### src/rtl/alu_sequencer_pkg.sv
// rtl/alu_sequencer_pkg.sv - ALU control codes, extended op codes and sequencer state encoding
package alu_sequencer_pkg;

  // ALU control codes (3 bits); code 3'b101 is unused by the ALU
  localparam logic [2:0] ALU_MOVE = 3'b000;
  localparam logic [2:0] ALU_ADD  = 3'b001;
  localparam logic [2:0] ALU_AND  = 3'b010;
  localparam logic [2:0] ALU_NOT  = 3'b011;
  localparam logic [2:0] ALU_NOR  = 3'b100;
  localparam logic [2:0] ALU_SLL  = 3'b110;
  localparam logic [2:0] ALU_SRL  = 3'b111;

  // Extended request op codes (bit 3 set)
  localparam logic [3:0] OP_MUL  = 4'b1000;
  localparam logic [3:0] OP_SHLN = 4'b1001;
  localparam logic [3:0] OP_SHRN = 4'b1010;

  // Sequencer state encoding
  localparam logic [1:0] ST_IDLE = 2'd0;
  localparam logic [1:0] ST_EXEC = 2'd1;
  localparam logic [1:0] ST_ITER = 2'd2;
  localparam logic [1:0] ST_RESP = 2'd3;

  // Reserved codes, and MUL when the multiplier is disabled, answer with an error
  function automatic logic op_is_err(input logic [3:0] op, input logic mul_en);
    logic err;
    if (op == 4'b0101) begin
      err = 1'b1;
    end else if (op == OP_MUL) begin
      err = !mul_en;
    end else if ((op == OP_SHLN) || (op == OP_SHRN)) begin
      err = 1'b0;
    end else begin
      err = op[3];
    end
    return err;
  endfunction

  // ALU code used by the single-pass path; extended ops (N=0 shift, errors) use MOVE
  function automatic logic [2:0] exec_ctl(input logic [3:0] op);
    return op[3] ? ALU_MOVE : op[2:0];
  endfunction

endpackage

### src/rtl/alu_sequencer_alu.sv
// rtl/alu_sequencer_alu.sv - 8-bit combinational ALU driven by the sequencer
module alu_sequencer_alu #(
  parameter int WIDTH = 8
) (
  input  logic [2:0]       alu_ctl,
  input  logic [WIDTH-1:0] in0,
  input  logic [WIDTH-1:0] in1,
  output logic [WIDTH-1:0] result,
  output logic             zero,
  output logic             overflow
);
  import alu_sequencer_pkg::*;

  logic [WIDTH-1:0] sum;

  // Function select; the unused control code produces zero
  always_comb begin
    sum      = in0 + in1;
    result   = '0;
    overflow = 1'b0;
    case (alu_ctl)
      ALU_MOVE: result = in0;
      ALU_ADD: begin
        result   = sum;
        overflow = (in0[WIDTH-1] == in1[WIDTH-1]) && (sum[WIDTH-1] != in0[WIDTH-1]);
      end
      ALU_AND:  result = in0 & in1;
      ALU_NOT:  result = ~in0;
      ALU_NOR:  result = ~(in0 | in1);
      ALU_SLL:  result = {in0[WIDTH-2:0], 1'b0};
      ALU_SRL:  result = {1'b0, in0[WIDTH-1:1]};
      default:  result = '0;
    endcase
  end

  assign zero = (result == '0);

endmodule

### src/rtl/alu_sequencer.sv
// rtl/alu_sequencer.sv - request/response sequencer that owns and iterates the ALU
module alu_sequencer #(
  parameter int WIDTH  = 8,
  parameter int MUL_EN = 1
) (
  input  logic             clk,
  input  logic             rst_n,
  input  logic             req_valid,
  output logic             req_ready,
  input  logic [3:0]       req_op,
  input  logic [WIDTH-1:0] req_a,
  input  logic [WIDTH-1:0] req_b,
  output logic             rsp_valid,
  input  logic             rsp_ready,
  output logic [WIDTH-1:0] rsp_result,
  output logic             rsp_zero,
  output logic             rsp_err,
  output logic             busy
);
  import alu_sequencer_pkg::*;

  logic [1:0]       state_q, state_d;
  logic [3:0]       op_q, op_d;
  logic             err_q, err_d;
  logic [WIDTH-1:0] b_q, b_d;          // multiplier (shifted right per step) or shift count
  logic [WIDTH-1:0] acc_q, acc_d;      // MUL partial product
  logic [WIDTH-1:0] mcand_q, mcand_d;  // MUL multiplicand, doubled per step
  logic [WIDTH-1:0] work_q, work_d;    // operand A / shift working value
  logic [3:0]       cnt_q, cnt_d;      // ALU passes still to run after the current one
  logic             run_q, run_d;      // ALU registers hold a live pass (0 = setup cycle)
  logic [2:0]       alu_ctl_q, alu_ctl_d;
  logic [WIDTH-1:0] alu_in0_q, alu_in0_d;
  logic [WIDTH-1:0] alu_in1_q, alu_in1_d;
  logic [WIDTH-1:0] rsp_result_q, rsp_result_d;
  logic             rsp_zero_q, rsp_zero_d;
  logic             rsp_err_q, rsp_err_d;

  logic [WIDTH-1:0] alu_result;
  logic             alu_zero;
  logic             alu_ovf;
  logic             unused_alu_flags;
  logic             acc_err;
  logic [WIDTH-1:0] fin_res;

  // ALU pins come only from registers, so they move only on clock edges
  alu_sequencer_alu #(.WIDTH(WIDTH)) u_alu (
    .alu_ctl  (alu_ctl_q),
    .in0      (alu_in0_q),
    .in1      (alu_in1_q),
    .result   (alu_result),
    .zero     (alu_zero),
    .overflow (alu_ovf)
  );

  // Response zero flag is computed locally; ALU flags are not needed
  assign unused_alu_flags = alu_zero ^ alu_ovf;

  assign acc_err = op_is_err(req_op, (MUL_EN != 0));

  // Next-state, datapath write-back and next ALU pass selection
  always_comb begin
    state_d      = state_q;
    op_d         = op_q;
    err_d        = err_q;
    b_d          = b_q;
    acc_d        = acc_q;
    mcand_d      = mcand_q;
    work_d       = work_q;
    cnt_d        = cnt_q;
    run_d        = run_q;
    alu_ctl_d    = alu_ctl_q;
    alu_in0_d    = alu_in0_q;
    alu_in1_d    = alu_in1_q;
    rsp_result_d = rsp_result_q;
    rsp_zero_d   = rsp_zero_q;
    rsp_err_d    = rsp_err_q;
    fin_res      = '0;

    case (state_q)
      ST_IDLE: begin
        if (req_valid) begin
          op_d    = req_op;
          err_d   = acc_err;
          b_d     = req_b;
          acc_d   = '0;
          mcand_d = req_a;
          work_d  = req_a;
          run_d   = 1'b0;
          cnt_d   = 4'd0;
          if (!acc_err && (req_op == OP_MUL)) begin
            state_d = ST_ITER;
            cnt_d   = 4'd15;                       // 8 bit-steps x 2 passes
          end else if (!acc_err && ((req_op == OP_SHLN) || (req_op == OP_SHRN))
                       && (req_b[2:0] != 3'd0)) begin
            state_d = ST_ITER;
            cnt_d   = {1'b0, req_b[2:0]} - 4'd1;
          end else begin
            state_d = ST_EXEC;                     // single op, N=0 shift, or error
          end
        end
      end

      ST_EXEC: begin
        if (!run_q) begin
          run_d     = 1'b1;
          alu_ctl_d = exec_ctl(op_q);
          alu_in0_d = work_q;
          alu_in1_d = b_q;
        end else begin
          fin_res      = err_q ? '0 : alu_result;
          rsp_result_d = fin_res;
          rsp_zero_d   = (fin_res == '0);
          rsp_err_d    = err_q;
          run_d        = 1'b0;
          state_d      = ST_RESP;
        end
      end

      ST_ITER: begin
        // Retire the pass that was in the ALU this cycle
        if (run_q) begin
          if (op_q == OP_MUL) begin
            if (cnt_q[0]) begin
              acc_d = alu_result;                  // phase 0: add-or-move into acc
            end else begin
              mcand_d = alu_result;                // phase 1: double multiplicand
              b_d     = b_q >> 1;                  // next multiplier bit to b[0]
            end
          end else begin
            work_d = alu_result;
          end
        end

        if (run_q && (cnt_q == 4'd0)) begin
          fin_res      = (op_q == OP_MUL) ? acc_d : work_d;
          rsp_result_d = fin_res;
          rsp_zero_d   = (fin_res == '0);
          rsp_err_d    = 1'b0;
          run_d        = 1'b0;
          state_d      = ST_RESP;
        end else begin
          // Load the following pass from the freshly written-back values
          if (run_q) begin
            cnt_d = cnt_q - 4'd1;
          end
          run_d = 1'b1;
          if (op_q == OP_MUL) begin
            if (cnt_d[0]) begin
              alu_ctl_d = b_d[0] ? ALU_ADD : ALU_MOVE;
              alu_in0_d = acc_d;
              alu_in1_d = mcand_d;
            end else begin
              alu_ctl_d = ALU_SLL;
              alu_in0_d = mcand_d;
              alu_in1_d = '0;
            end
          end else begin
            alu_ctl_d = (op_q == OP_SHLN) ? ALU_SLL : ALU_SRL;
            alu_in0_d = work_d;
            alu_in1_d = '0;
          end
        end
      end

      ST_RESP: begin
        if (rsp_ready) begin
          state_d = ST_IDLE;
        end
      end

      default: state_d = ST_IDLE;
    endcase
  end

  // State and datapath registers; reset aborts any operation in flight
  always_ff @(posedge clk or negedge rst_n) begin
    if (!rst_n) begin
      state_q      <= ST_IDLE;
      op_q         <= 4'd0;
      err_q        <= 1'b0;
      b_q          <= '0;
      acc_q        <= '0;
      mcand_q      <= '0;
      work_q       <= '0;
      cnt_q        <= 4'd0;
      run_q        <= 1'b0;
      alu_ctl_q    <= ALU_MOVE;
      alu_in0_q    <= '0;
      alu_in1_q    <= '0;
      rsp_result_q <= '0;
      rsp_zero_q   <= 1'b0;
      rsp_err_q    <= 1'b0;
    end else begin
      state_q      <= state_d;
      op_q         <= op_d;
      err_q        <= err_d;
      b_q          <= b_d;
      acc_q        <= acc_d;
      mcand_q      <= mcand_d;
      work_q       <= work_d;
      cnt_q        <= cnt_d;
      run_q        <= run_d;
      alu_ctl_q    <= alu_ctl_d;
      alu_in0_q    <= alu_in0_d;
      alu_in1_q    <= alu_in1_d;
      rsp_result_q <= rsp_result_d;
      rsp_zero_q   <= rsp_zero_d;
      rsp_err_q    <= rsp_err_d;
    end
  end

  assign req_ready  = (state_q == ST_IDLE);
  assign busy       = (state_q != ST_IDLE);
  assign rsp_valid  = (state_q == ST_RESP);
  assign rsp_result = rsp_result_q;
  assign rsp_zero   = rsp_zero_q;
  assign rsp_err    = rsp_err_q;

endmodule
### config.mk
export PLATFORM = sky130hd
export DESIGN_NAME = alu_sequencer
export DESIGN_NICKNAME = d
export VERILOG_FILES = /design/src/rtl/alu_sequencer_pkg.sv /design/src/rtl/alu_sequencer_alu.sv /design/src/rtl/alu_sequencer.sv
export SDC_FILE = /design/constraint.sdc
export NUM_CORES = 1
export LEC_CHECK = 0
export BUFFER_PORTS_ARGS = -buffer_cell sky130_fd_sc_hd__buf_2
export CORE_MARGIN = 1
export CORE_UTILIZATION = 50
export DETAILED_ROUTE_END_ITERATION = 16
export HOLD_SLACK_MARGIN = 0.02
export PLACE_DENSITY_LB_ADDON = 0.15
export SLEW_MARGIN = 20
export SYNTH_ARGS = -nofsm -noshare
export SYNTH_HDL_FRONTEND = slang
export SYNTH_SLANG_ARGS = --single-unit
### constraint.sdc
create_clock -name clk -period 2.92 [get_ports clk]
set_input_delay 0 -clock clk [delete_from_list [all_inputs] [get_ports clk]]
set_output_delay 0 -clock clk [all_outputs]
set_load 0.01 [all_outputs]
==> results of run 1 <==
[routing by layer]
layer / track usage / share of wire / vias up
met3: 0.0539 / 0.073 / 28
met5: 0 / 0 / -
met4: 0.0980 / 0.024 / 0
li1: - / - / 2512
met2: 0.469 / 0.46 / 236
met1: 0.412 / 0.44 / 2551
[power by group]
group	internal, W	switching (W)
logic	0.00219	0.00315
clock network	0.000352	0.000391
registers	0.00152	0.000663
[registers in the layout, indices dropped and copies added, names as in the netlist]
signal      flops
state_q         2
rsp_err         1
acc_q           8
alu_in0_q       8
op_q            4
b_q             8
err_q           1
cnt_q           4
alu_in1_q       8
rsp_result      8
alu_ctl_q       3
rsp_zero        1
run_q           1
work_q          8
mcand_q         8
[critical path: cells and delay by family, from the launching register on]
family                   cells  cell delay [ns]
flip-flops                   1             0.40
adder cells (fa/ha/maj)      2             0.67
AO/OA/AOI/OAI                4             1.04
AND/OR/NAND/NOR              3             0.42
multiplexers                 1             0.15
[final timing paths]
kind                       slack [ns]             to           from  depth (start not counted)
max in group asynchronous        1.98       cnt_q[0]          rst_n                          2
max reg2reg                      0.14       rsp_zero   alu_in1_q[0]                         10
min reg2reg                      0.48  rsp_result[1]  rsp_result[1]                          2
max                              0.14       rsp_zero   alu_in1_q[0]                         10
min                              0.04         b_q[7]      req_valid                          4
min in group asynchronous        0.33      work_q[2]          rst_n                          2
[cells in the mapped netlist (10+ instances only)]
| library cell | number | area share |
|---|---|---|
| nor2_1 | 45 | 0.032 |
| nand2_1 | 88 | 0.063 |
| a22oi_1 | 22 | 0.032 |
| clkbuf_1 | 25 | 0.018 |
| mux2i_1 | 24 | 0.046 |
| ha_1 | 24 | 0.057 |
| o21ai_0 | 45 | 0.043 |
| inv_1 | 34 | 0.024 |
| buf_2 | 10 | 0.0095 |
| o22ai_1 | 50 | 0.060 |
| a21oi_1 | 68 | 0.065 |
| dfrtp_1 | 73 | 0.35 |
| nand3_1 | 11 | 0.011 |
| nand2b_1 | 10 | 0.012 |
[layout by cell type (no fill, tap or decap), drive strengths merged, types with 11 or more instances in the layout]
cell type,instances
dfrtp,73
dlygate4sd3,21
inv,35
nor2,47
nand2,88
clkbuf,13
mux2i,24
o21ai,51
nand3,11
ha,24
o22ai,51
a21oi,68
a22oi,22
buf,71
[final cells by class]
cell class / count / area share
Tap cell: 136 / 0.0278
Clock inverter: 3 / 0.00245
Inverter: 35 / 0.0215
Timing Repair Buffer: 92 / 0.109
Clock buffer: 13 / 0.0260
Sequential cell: 73 / 0.299
Multi-Input combinational cell: 500 / 0.514
[through the flow]
stage	instance area [um2]	std cells	util	total power [W]	hold WS, ns
finish	6120	852	0.598	0.00826	0.0361
global route	6120	852	0.598	0.00889	0.0878
CTS	6100	852	0.596	0.00812	0.0261
detailed placement	5720	815	0.559	0.00736	0.219
global placement	5720	815	0.559	0.00720	0.208
floorplan	5240	648	-	0.00559	-0.296
[cell families (layout without fill, tap and decap cells)]
logic type / Yosys count / count (layout) / synth area share
AOI/OAI and AO/OA: 245 / 245 / 0.292
buffers and inverters: 75 / 143 / 0.0561
DFF: 73 / 73 / 0.349
muxes: 32 / 32 / 0.0637
and+or+nand+nor: 194 / 194 / 0.172
adders and majority gates: 26 / 26 / 0.0630
xor gates and xnor gates: 3 / 3 / 0.00501
[what timing repair did]
action | CTS | global route
hold buffers | 21 | 0
endpoints found under the setup margin | 0 | 3
gates resized for setup | 0 | 3
endpoints found under the hold margin | 102 | 0
==> impl_metrics.tcl, run 1 <==
set metrics [dict create \
    antenna_found_initial 0 \
    crit_arrival_ns 3.05 \
    post_route_cells_drive_above_1_share 0.154 \
    n_fill_cell 958 \
    area_delta_synth_final_pct 16.7 \
    rsz0062_at_grt "false" \
    p_per_area_mw_per_mm2 1350 \
    globalRouteOverflowTotal 0 \
    ctsLongestPathBuffers 2 \
    finalHoldViolCount 0 \
    h-tree-depth 3 \
    maxSlewHeadroom 0.341 \
    worst_slack_ns 0.138 \
    vdd_drop_max_mv 0.519 \
    crit_required_ns 3.19 \
    startpoint_type "flop" \
    slew_viol_final 0 \
    crit_type "reg -> reg" \
    tns_ns 0 \
    crit_chain "ha_1 > fa_1 > mux2i_1 > o32ai_1 > a31o_2 > a221o_1 > nor2_1 > nor4b_2 > nand4_1 > a32oi_1" \
    setup_viol 0 \
    nets 760 \
    dr.pass1.iters 5 \
    cts-root-buf "clkbuf_8" \
    place_congestion 0.975 \
    port_buffers 36 \
    period_minus_slack_ns 2.78 \
    hold_path.class "in -> reg" \
    clk_latency_ns 0.37 \
    seq_area_mm2 0.00183 \
    boundaryPins 37 \
    grt_max_degree 74 \
    async_flop_share 1.00 \
    die_h_um 104 \
    tritoncts "done" \
    maxCapViolCount 0 \
    grt_pass1_vias 4897 \
    power.leakage_nw 2.70 \
    synth_edf_count 0 \
    post_cts_buffers 0 \
    grt_pass1_wl_um 25600 \
    cp_max_fo 8 \
    cts.sinks 73 \
    core_mm2 0.0102 \
    wirelength_um 15800 \
    wl_per_cell_um 18.6 \
    ys_seq_area_frac 0.349 \
    clk_pin_slew_ns 0.07 \
    hpwl_um 11300 \
    first_iter_violations 484 \
    grt.total_usage 0.298 \
    route.vias.total 5327 \
    syn_area_mm2 0.00524 \
    n_antenna_cell 0 \
    ys_warn_count 0 \
    synth_cells 648 \
    cp-end-kind "flop" \
    via_per_inst 6.25 \
    numCtsBuffers 9 \
    multi_input_area_mm2 0.00315 \
    postRouteAntennaNets 0 \
    die_area_mm2 0.0109 \
    die_x_um 104 \
    synth.distinct_cells 62 \
    crit_slowest_cell "fa_1" \
    synthFlopType "dfrtp_1" \
    final.period_utilization 0.953 \
    drc_errors 0 \
    status "completed" \
    dp_worst_setup_slack_ns 0.0553 \
    fmax_mhz 359 \
    synth_seq_cells 73 \
    synth.avg_cell_area_um2 8.09 \
    worst_pin_slew_ns 0.989 \
    cpPeakStageDelay_ns 0.44 \
    num_rows 37 \
    skew_ns 0.0133 \
    start_util 0.512 \
    syn-num-nets 697 \
]
Power figures use the tool's default switching activity.
==> inputs of run 2 (changes only) <==
Settings changed: REMOVE_ABC_BUFFERS set to 1.
==> impl_metrics.tcl, run 2 (synthesis gave the netlist of run 1 again) <==
set metrics [dict create \
    skew_ns 0.0117 \
    antenna_found_initial 0 \
    n_antenna_cell 0 \
    crit_type "reg -> reg" \
    maxCapViolCount 0 \
    crit_chain "buf_4 > fa_2 > a211oi_4 > o21bai_1 > a31oi_1 > o21ai_2 > buf_4 > or4_1 > a32oi_1" \
    first_iter_violations 636 \
    tritoncts "done" \
    hold_path.class "in -> async" \
    port_buffers 36 \
    setup_viol 0 \
    grt_max_degree 74 \
    core_mm2 0.0102 \
    fmax_mhz 364 \
    vdd_drop_max_mv 0.637 \
    cp-end-kind "flop" \
    crit_arrival_ns 3.04 \
    grt.total_usage 0.312 \
    crit_slowest_cell "or4_1" \
    maxSlewHeadroom 0.394 \
    clk_pin_slew_ns 0.09 \
    place_inst 827 \
    multi_input_area_mm2 0.00317 \
    slew_viol_final 0 \
    postRouteAntennaNets 0 \
    final.period_utilization 0.942 \
    dr.pass1.iters 5 \
    finalHoldViolCount 0 \
    h-tree-depth 3 \
    cpMostUsedCell "buf_4" \
    place_area_mm2 0.00579 \
    die_x_um 104 \
    nets 775 \
    route.vias.total 5407 \
    cpPeakStageDelay_ns 0.50 \
    crit_required_ns 3.21 \
    wirelength_um 16400 \
    status "completed" \
    globalRouteOverflowTotal 0 \
    power.leakage_nw 2.80 \
    via_per_inst 6.24 \
    boundaryPins 37 \
    period_minus_slack_ns 2.75 \
    grt_pass1_vias 5250 \
    area_delta_synth_final_pct 20.5 \
    finish.utilization 0.617 \
    final_cells 867 \
    n_fill_cell 902 \
    clk_latency_ns 0.38 \
    hold_ws_ns 0.0501 \
    cts-root-buf "clkbuf_8" \
    die_h_um 104 \
    cp_top_family "compound AO/OA/AOI/OAI gates" \
    num_rows 37 \
    cp_max_fo 5 \
    place_congestion 0.934 \
    layout.cells.most_common "nand2_1" \
    post_route_cells_drive_above_1_share 0.183 \
    grt_pass1_wl_um 26800 \
    crit_buf_inv 2 \
    hpwl_um 11700 \
    startpoint_type "flop" \
    start_util 0.512 \
    drc_errors 0 \
    numCtsBuffers 9 \
    wl_per_cell_um 18.9 \
    worst_pin_slew_ns 0.908 \
    cts.sinks 73 \
    seq_area_mm2 0.00183 \
    ctsLongestPathBuffers 2 \
    p_per_area_mw_per_mm2 1380 \
    final_area_mm2 0.00632 \
    layout_common_cells "87 x nand2_1, 73 x dfrtp_1, 68 x a21oi_1" \
    die_area_mm2 0.0109 \
]
-- run 2: worst reg2reg max path: stages, from the launching register on --
cell	delay, ns
dfrtp_1	0.43
buf_4	0.17
fa_2	0.43
a211oi_4	0.29
o21bai_1	0.10
a31oi_1	0.24
o21ai_2	0.13
buf_4	0.18
or4_1	0.50
a32oi_1	0.21
-- run 2: where the power goes --
group / total, W / internal [W] / switching, W
clock network: 0.000938 / 0.000505 / 0.000432
logic: 0.00559 / 0.00236 / 0.00322
registers: 0.00219 / 0.00152 / 0.000674
-- run 2: cell type report --
type	instances	share of cell area
sequential	73	0.289
multi-input combinational	500	0.502
tap	136	0.0269
clock inverter	6	0.0145
inverter	35	0.0208
clock buffer	10	0.0218
timing repair buffer	107	0.124
-- run 2: metal layers --
layer / GRT usage / share of wire / wire length (um)
met2: 0.499 / 0.47 / 7770
met1: 0.417 / 0.43 / 7120
met3: 0.0602 / 0.065 / 1060
met5: 0 / 0 / 0
met4: 0.119 / 0.026 / 421
-- run 2: path summary, 6_finish.rpt --
path	from	end	slack, ns	cells past startpoint
worst max-delay path	alu_in0_q[1]	rsp_zero	0.17	9
worst min-delay path	rst_n	rsp_result[1]	0.05	2
worst max register to register	alu_in0_q[1]	rsp_zero	0.17	9
worst min register to register	rsp_result[0]	rsp_result[0]	0.48	2
max in group asynchronous	rst_n	alu_in1_q[6]	2.29	3
min in group clk	req_b[7]	b_q[7]	0.05	5
-- run 2: what timing repair did --
action                     CTS  global route
hold endpoints to repair   101             0
buffers inserted             0             3
setup endpoints to repair    0             9
hold buffers                20             0
gates resized for setup      0            11
-- run 2: metrics by stage --
stage | setup slack [ns] | total power (W) | setup TNS [ns]
after floorplan | -1.94 | 0.00546 | -69.41
after global placement | 0.143 | 0.00728 | 0
after detailed placement | 0.0525 | 0.00744 | 0
after CTS | 0.0117 | 0.00840 | 0
after global routing | -0.00190 | 0.00937 | -0.00190
final | 0.169 | 0.00872 | 0
==> inputs of run 3 (changes only) <==
Settings changed: SYNTH_HIERARCHICAL set to 1.
==> impl_metrics.tcl, run 3 <==
set metrics [dict create \
    die_h_um 103 \
    power.leakage_nw 2.72 \
    hpwl_um 10800 \
    via_per_inst 6.18 \
    grt_pass1_vias 4807 \
    cts-root-buf "clkbuf_8" \
    drc_errors 0 \
    worst_pin_slew_ns 0.964 \
    hold_path.class "in -> reg" \
    synth.avg_cell_area_um2 8.76 \
    numCtsBuffers 9 \
    boundaryPins 37 \
    postRouteAntennaNets 0 \
    cp_max_fo 2 \
    globalRouteOverflowTotal 0 \
    p_per_area_mw_per_mm2 1350 \
    antenna_found_initial 1 \
    core_mm2 0.00977 \
    h-tree-depth 3 \
    maxSlewHeadroom 0.357 \
    area_delta_synth_final_pct 20.1 \
    status "completed" \
    crit_type "reg -> reg" \
    dr.pass1.iters 5 \
    start_util 0.517 \
    layout_common_cells "73 x dfrtp_1, 53 x buf_4, 48 x a21oi_1, 48 x o22ai_1" \
    grt.total_usage 0.308 \
    nets 709 \
    finalHoldViolCount 0 \
    first_iter_violations 417 \
    ctsLongestPathBuffers 2 \
    ys_warn_count 6 \
    synth_cells 577 \
    fmax_mhz 347 \
    maxCapViolCount 0 \
    wirelength_um 15000 \
    layout.cells.most_common "dfrtp_1" \
    port_buffers 36 \
    final.period_utilization 0.986 \
    startpoint_type "flop" \
    finish.utilization 0.621 \
    wl_per_cell_um 18.8 \
    clk_pin_slew_ns 0.08 \
    die_area_mm2 0.0105 \
    tritoncts "done" \
    cts.sinks 73 \
    n_antenna_cell 0 \
    setup_viol 0 \
    syn_area_mm2 0.00506 \
    route.vias.total 4931 \
    crit_required_ns 3.23 \
    crit_arrival_ns 3.19 \
    post_cts_buffers 0 \
    cp-end-kind "flop" \
    skew_ns 0.00955 \
    period_minus_slack_ns 2.88 \
    rsz0062_at_grt "true" \
    grt_pass1_wl_um 24300 \
    place_congestion 0.935 \
    post_route_cells_drive_above_1_share 0.212 \
    vdd_drop_max_mv 0.634 \
    grt_max_degree 74 \
    die_x_um 103 \
    worst_slack_ns 0.0416 \
    slew_viol_final 0 \
    num_rows 36 \
    dp_worst_setup_slack_ns -0.123 \
    clk_latency_ns 0.37 \
]
run 3: changes by cell type in the layout (fill, tap and decap cells not counted), moves of 5 or more:
cell,change
a22oi_1,-18
nor2_1,-13
mux2_2,+10
a211oi_1,+8
inv_1,-7
nor3_1,+10
nand2_1,-45
a22o_1,+7
o2bb2ai_1,+5
a21oi_1,-20
o221ai_1,-9
a21o_1,+7
and3_1,+7
run 3: where the power goes:
| part | switching (W) | internal (W) | total [W] |
|---|---|---|---|
| registers | 0.000466 | 0.00147 | 0.00194 |
| clock network | 0.000417 | 0.000404 | 0.000821 |
| logic | 0.00312 | 0.00235 | 0.00546 |
run 3: metal layers:
metal / global-route usage / vias up / wire length [um]
met3: 0.0468 / 50 / 838
met5: 0 / - / 9
li1: - / 2327 / -
met1: 0.403 / 2351 / 6430
met2: 0.490 / 201 / 7120
met4: 0.170 / 2 / 601
run 3: path summary, 6_finish.rpt:
check / start / endpoint / slack [ns] / cells after the start
setup / recovery: alu_in0_q[0] / rsp_zero / 0.04 / 11
hold / removal: req_b[7] / b_q[7] / 0.06 / 4
max in group asynchronous: rst_n / rsp_result[3] / 1.96 / 2
hold reg to reg: rsp_result[3] / rsp_result[3] / 0.49 / 2
min in group asynchronous: rst_n / state_q[0] / 0.28 / 2
setup reg to reg: alu_in0_q[0] / rsp_zero / 0.04 / 11
run 3: what timing repair did:
action	CTS	global route
hold buffers	20	0
endpoints found under the hold margin	100	0
setup endpoints to repair	1	24
pin swaps	4	1
resized for setup	4	5
run 3: final cells by class:
cell class,count,area [um2]
Multi-Input combinational cell,438,3000
Inverter,30,113
Tap cell,133,166
Clock buffer,13,179
Clock inverter,3,21.3
Timing Repair Buffer,108,773
Sequential cell,73,1830
Fill cell,877,3700
run 3: critical path, stage by stage (launching register included):
cell and delay, ns:
dfrtp_1 0.39, ha_2 0.20, fa_2 0.34, a21o_1 0.21, a221oi_2 0.23, xnor2_1 0.10
a221o_1 0.34, a211oi_2 0.20, a211oi_1 0.08, or3_1 0.37, nor4_2 0.22, o31a_1 0.14
run 3: stage by stage:
stage	instance area (um2)	TNS [ns]	total power, W	hold WS (ns)	std cells
2_1_floorplan	4880	-64.28	0.00525	-0.296	541
3_3_place_gp	5630	-0.0910	0.00709	0.203	762
3_5_place_dp	5630	-0.123	0.00721	0.213	762
4_1_cts	6050	0	0.00808	0.0629	798
5_1_grt	6070	-0.186	0.00883	0.119	798
6_report	6070	0	0.00822	0.0626	798
